## src/rtl/uart_ctl_pkg.sv

```systemverilog
// Shared definitions for the simpleuart data-register port scheduler.
package uart_ctl_pkg;

  // Value simpleuart presents on reg_dat_do when no received byte is waiting.
  localparam logic [31:0] UART_DAT_EMPTY = 32'hFFFF_FFFF;

  // Transmit FSM states.
  typedef enum logic [1:0] {
    TX_IDLE = 2'd0,
    TX_SEND = 2'd1,
    TX_GAP  = 2'd2
  } tx_state_e;

endpackage

```

## src/rtl/rr_arbiter.sv

```systemverilog
// Round-robin arbiter: picks the first requesting index strictly after the
// previous grant, wrapping modulo N. Purely combinational.
module rr_arbiter #(
  parameter int N  = 4,
  parameter int IW = (N > 1) ? $clog2(N) : 1
) (
  input  logic [N-1:0]  req_i,
  input  logic [IW-1:0] last_i,
  output logic [N-1:0]  gnt_o,
  output logic [IW-1:0] idx_o,
  output logic          any_o
);

  // Scan positions last+1 .. last+N and keep the first one that is requesting.
  always_comb begin
    logic [IW-1:0] pos;
    logic          found;
    gnt_o = '0;
    idx_o = '0;
    found = 1'b0;
    pos   = '0;
    for (int k = 1; k <= N; k++) begin
      pos = IW'((int'(last_i) + k) % N);
      if (!found && req_i[pos]) begin
        found      = 1'b1;
        gnt_o[pos] = 1'b1;
        idx_o      = pos;
      end
    end
    any_o = found;
  end

endmodule

```

## src/rtl/uart_port_scheduler.sv

```systemverilog
// Sole owner of the simpleuart data-register port. Shares the transmitter
// between NREQ byte producers (round-robin) and pumps received bytes into a
// valid/ready stream. TX and RX sides run independently.
module uart_port_scheduler
  import uart_ctl_pkg::*;
#(
  parameter int NREQ       = 4,
  parameter int TX_TIMEOUT = 20000
) (
  input  logic                    hw_clk,
  input  logic                    rst,
  input  logic [NREQ-1:0]         req_valid,
  input  logic [8*NREQ-1:0]       req_data,
  output logic [NREQ-1:0]         req_ready,
  output logic [$clog2(NREQ)-1:0] grant_id,
  output logic                    tx_busy,
  output logic                    tx_timeout,
  output logic                    rx_valid,
  output logic [7:0]              rx_data,
  input  logic                    rx_ready,
  output logic                    uart_dat_we,
  output logic                    uart_dat_re,
  output logic [31:0]             uart_dat_di,
  input  logic [31:0]             uart_dat_do,
  input  logic                    uart_dat_wait
);

  localparam int GW = $clog2(NREQ);
  localparam int CW = $clog2(TX_TIMEOUT + 1);
  // Stall count at which the pending write is abandoned.
  localparam logic [CW-1:0] STALL_LAST = CW'(TX_TIMEOUT - 1);

  tx_state_e     state_q;
  logic [GW-1:0] grant_q;
  logic          we_q;
  logic [31:0]   di_q;
  logic          timeout_q;
  logic [CW-1:0] stall_q;

  logic          re_q;
  logic          rx_valid_q;
  logic [7:0]    rx_data_q;

  logic [NREQ-1:0] arb_gnt;
  logic [GW-1:0]   arb_idx;
  logic            arb_any;
  logic [7:0]      sel_byte_d;
  logic            rx_capture_d;

  // Only bit 31 and the low byte of the read port carry information.
  logic unused_do_bits;
  assign unused_do_bits = ^uart_dat_do[30:8];

  rr_arbiter #(
    .N  (NREQ),
    .IW (GW)
  ) u_arb (
    .req_i  (req_valid),
    .last_i (grant_q),
    .gnt_o  (arb_gnt),
    .idx_o  (arb_idx),
    .any_o  (arb_any)
  );

  // Byte lane of the requester the arbiter currently favours.
  always_comb begin
    sel_byte_d = '0;
    for (int i = 0; i < NREQ; i++) begin
      if (arb_gnt[i]) sel_byte_d = req_data[8*i +: 8];
    end
  end

  // Accept strobes exist only while idle; a dropped request simply loses.
  assign req_ready = (state_q == TX_IDLE) ? arb_gnt : '0;
  assign tx_busy   = (state_q != TX_IDLE);

  // TX FSM: latch the granted byte, hold we until simpleuart accepts or the
  // stall budget runs out, then spend one gap cycle before arbitrating again.
  always_ff @(posedge hw_clk or posedge rst) begin
    if (rst) begin
      state_q   <= TX_IDLE;
      grant_q   <= GW'(NREQ - 1);
      we_q      <= 1'b0;
      di_q      <= '0;
      timeout_q <= 1'b0;
      stall_q   <= '0;
    end else begin
      timeout_q <= 1'b0;
      unique case (state_q)
        TX_IDLE: begin
          if (arb_any) begin
            di_q    <= {24'b0, sel_byte_d};
            we_q    <= 1'b1;
            grant_q <= arb_idx;
            stall_q <= '0;
            state_q <= TX_SEND;
          end
        end
        TX_SEND: begin
          if (!uart_dat_wait) begin
            we_q    <= 1'b0;
            state_q <= TX_GAP;
          end else if (stall_q == STALL_LAST) begin
            we_q      <= 1'b0;
            timeout_q <= 1'b1;
            state_q   <= TX_GAP;
          end else begin
            stall_q <= stall_q + 1'b1;
          end
        end
        TX_GAP: begin
          state_q <= TX_IDLE;
        end
        default: begin
          we_q    <= 1'b0;
          state_q <= TX_IDLE;
        end
      endcase
    end
  end

  // A byte is taken when one is present, there is room for it, and we are not
  // in the read-strobe cycle (do still shows the byte being popped then).
  assign rx_capture_d = !uart_dat_do[31] && (!rx_valid_q || rx_ready) && !re_q;

  // RX pump: capture into the holding register and pop simpleuart once.
  always_ff @(posedge hw_clk or posedge rst) begin
    if (rst) begin
      re_q       <= 1'b0;
      rx_valid_q <= 1'b0;
      rx_data_q  <= '0;
    end else begin
      re_q <= rx_capture_d;
      if (rx_capture_d) begin
        rx_data_q  <= uart_dat_do[7:0];
        rx_valid_q <= 1'b1;
      end else if (rx_ready) begin
        rx_valid_q <= 1'b0;
      end
    end
  end

  assign grant_id    = grant_q;
  assign tx_timeout  = timeout_q;
  assign uart_dat_we = we_q;
  assign uart_dat_di = di_q;
  assign uart_dat_re = re_q;
  assign rx_valid    = rx_valid_q;
  assign rx_data     = rx_data_q;

endmodule
```

## config.mk

```make
export PLATFORM = sky130hd
export DESIGN_NAME = uart_port_scheduler
export DESIGN_NICKNAME = d
export VERILOG_FILES = /design/src/rtl/uart_ctl_pkg.sv /design/src/rtl/rr_arbiter.sv /design/src/rtl/uart_port_scheduler.sv
export SDC_FILE = /design/constraint.sdc
export NUM_CORES = 1
export LEC_CHECK = 0
export CAP_MARGIN = 20
export CORE_MARGIN = 4
export CORE_UTILIZATION = 38
export DETAILED_ROUTE_END_ITERATION = 16
export GPL_ROUTABILITY_DRIVEN = 1
export PLACE_DENSITY = 0.75
export SETUP_SLACK_MARGIN = 0.1
export SLEW_MARGIN = 15
export SYNTH_ARGS = -nofsm -noshare
export SYNTH_HDL_FRONTEND = slang
export SYNTH_SLANG_ARGS = --single-unit
```

## constraint.sdc

```tcl
create_clock -name hw_clk -period 2.9 [get_ports hw_clk]
set_input_delay 0.58 -clock hw_clk [delete_from_list [all_inputs] [get_ports hw_clk]]
set_output_delay 0.58 -clock hw_clk [all_outputs]
set_load 0.05 [all_outputs]
```

==> summary.txt <==
Power and ir drop
  – Pleak: 0.00180 uW
  – PD cells: 1330 mW/mm^2
  – Tot Pwr: 5680 uW
  – VDD IR max: 1.31 mV

STA
  – Post-route clock period utilization: 111%
  – Fin. max-slew vios: 0
  – Worst-Margin Slew: 528 ps
  – Final setup TNS: -1650 ps
  – Slew headroom: 64.7%
  – RSZ-0062 raised after global routing: true
  – Final Hold Fails: 0
  – Maximum clock frequency: 0.311 GHz
  – Final hold slack: 477 ps
  – Final Critical Period: 3210 ps
  – Final setup fails: 12
  – Layout Skew: 10.6 ps
  – Final setup margin: -314 ps

Global routing
  – Tot GR Track Use: 18.4%
  – Gr ovfl total: 0
  – Initial antenna violation count: 0
  – Largest net degree at the start of global routing: 40
  – Number of global-route vias before repair: 2634
  – First-pass GRT wire length: 12700 um

Synth
  – Synth Instances: 294
  – Post-Syn Area: 0.00263 sq mm
  – EDFF count, synth: 0
  – FF+latch count, synth: 39
  – Top cell type by total area after synthesis: dfrtp_1
  – Avg Inst Size Synth: 8.94 sq um
  – Post-synthesis sequential area ratio: 37.2%
  – Synth top area cells: dfrtp_1, buf_4, nand2_1
  – Yosys top cell area share: 35.2%
  – Synth Warn #: 0
  – Yosys cell types: 50
  – Fraction of registers with async set/reset: 100%
  – Ys flop type: dfrtp_1

Critical path
  – FF-to-FF path depth: 11
  – Worst reg-to-reg setup slack: -70 ps
  – Critical path peak fanout: 6
  – Critical path arrival: 2630 ps
  – CP required: 2320 ps
  – CP endpoint: req_ready[1]
  – Worst Setup SP: grant_id[0]$_DFFE_PP1P_
  – CP endpoint kind: primary output
  – Reg2reg end: uart_dat_di[3]$_DFFE_PP0P_
  – Worst Setup Start Kind: flip-flop
  – R2R Path Start: grant_id[0]$_DFFE_PP1P_
  – Kind of critical path: flip-flop to primary output

Drt
  – DR vias/cell: 5.37
  – Drt wl/cell: 16.5 um
  – Post-route ant nets: 0
  – DRT Pass-1 Iters: 4
  – Final wirelength: 8050 um
  – Vias: 2616
  – DR iter-0 viols: 115
  – Drt drc: 0

CTS
  – CTS Hold Bufs: 0
  – H-tree depth: 2
  – CTS tree: built
  – Total CTS buffers: 5
  – Buffers from clock root to sink, at most: 2
  – Reg clk slew, reported paths: 80 ps
  – Worst skew pair latency: 300 ps
  – CTS sink cnt: 39
  – Root Buffer: clkbuf_8

Final layout
  – Most common cell after layout, fill and taps aside: clkdlybuf4s50_1
  – Area grow syn2layout: 62.6%
  – Final Util: 63.2%
  – Commonest non-fill, non-tap cells in the layout: clkdlybuf4s50_1, nor2_1, dfrtp_1
  – Final net count: 487
  – N_diodes: 0
  – Share of cells above drive strength 1: 24.8%

Die
  – Die W: 91.2 um
  – Total die area: 0.00831 sq mm
  – Die Y: 91.2 um
  – Core area: 0.00676 sq mm
  – Effective utilization at floorplan: 38.9%
  – IO Pins: 123
  – Rows: 30

Placement
  – Dpl hpwl: 5240 um
  – Port Buf Inserts: 75
  – RD Place Congestion: 0.830
  – Pre-CTS setup slack: -370 ps

Run status
  – Failing checks: negative setup slack
  – Status: finished with violations

Worst hold path
  – Tightest Hold Check Type: flip-flop to flip-flop
  – Cells on Worst Hold Path: 2

Flow run
  – Max_cap viols: 0
worst min path at each step:
| stage | start | to | slack, ps |
|---|---|---|---|
| after floorplan | stall_q[14]$_DFFE_PP0P_ | stall_q[14]$_DFFE_PP0P_ | 500 |
| after global placement | rx_data[7]$_DFFE_PP0P_ | rx_data[7]$_DFFE_PP0P_ | 460 |
| after detailed placement | rx_data[2]$_DFFE_PP0P_ | rx_data[2]$_DFFE_PP0P_ | 460 |
| after CTS | rx_data[2]$_DFFE_PP0P_ | rx_data[2]$_DFFE_PP0P_ | 480 |
| after global routing | rx_data[1]$_DFFE_PP0P_ | rx_data[1]$_DFFE_PP0P_ | 510 |
| final | rx_data[1]$_DFFE_PP0P_ | rx_data[1]$_DFFE_PP0P_ | 480 |
critical path: stages (launching register included):
cell	delay, ps
dfstp_4	690
inv_6	40
ha_4	280
mux4_2	330
nor2b_4	150
a221o_1	320
a22o_1	210
and2_4	170
buf_12	140
cell type report:
| cell class | instances | area [sq um] |
|---|---|---|
| fill | 522 | 2480 |
| clock inverter | 3 | 20.0 |
| tap | 80 | 100 |
| inverter | 11 | 46.3 |
| timing repair buffer | 114 | 1150 |
| multi-input combinational | 235 | 1900 |
| sequential | 39 | 986 |
| clock buffer | 5 | 68.8 |
layer usage:
metal / GRT usage (%) / vias to the layer above / wire length [um]
li1: - / 1227 / -
met1: 22.7 / 1275 / 3100
met2: 32.3 / 97 / 4380
met3: 3.48 / 17 / 403
met4: 6.28 / 0 / 157
met5: 0 / - / 0
where the power goes:
part / switching (uW) / internal (uW)
Sequential: 106 / 706
Clock: 215 / 168
Combinational: 2570 / 1920
repair_timing:
action	CTS	global route
pin swaps	10	20
setup buffers	5	1
setup endpoints to repair	12	25
gates resized for setup	52	25
cloned	1	0
kinds of logic after synthesis:
kind of cell	count (synthesis)	share of synthesized area, %
other	1	0.143
buffers and inverters	43	10.2
AND/OR/NAND/NOR	123	22.6
multiplexers	6	4.24
flip-flops	39	37.2
XOR/XNOR	12	4.00
adder cells (fa/ha/maj)	9	4.29
AO/OA/AOI/OAI	61	17.3
cells in the mapped netlist (all sizes together) (2+ instances only):
cell	instances
ha	9
nor3	6
or3	2
xor2	6
nor2	37
nand3b	11
dfrtp	37
and3	2
buf	27
inv	10
and2	3
a221oi	10
a21boi	8
and4	4
xnor2	6
a2111oi	8
dfstp	2
nand4	5
o21ai	7
clkbuf	5
nand3	7
nand2	38
mux4	4
a22o	3
nand2b	4
a21o	2
a21oi	16
registers in the layout, indices dropped and copies added, names as in the netlist:
signal / cells
stall_q: 15
rx_data: 8
uart_dat_di: 8
grant_id: 2
state_q: 2
rx_valid: 1
tx_timeout: 1
uart_dat_re: 1
uart_dat_we: 1
through the flow:
step | cells | area [sq um]
detailed placement | 472 | 3760
floorplan | 317 | 2860
CTS | 486 | 4110
global route | 487 | 4270
global placement | 472 | 3760
finish | 487 | 4270
(Power assumes the default switching activity.)
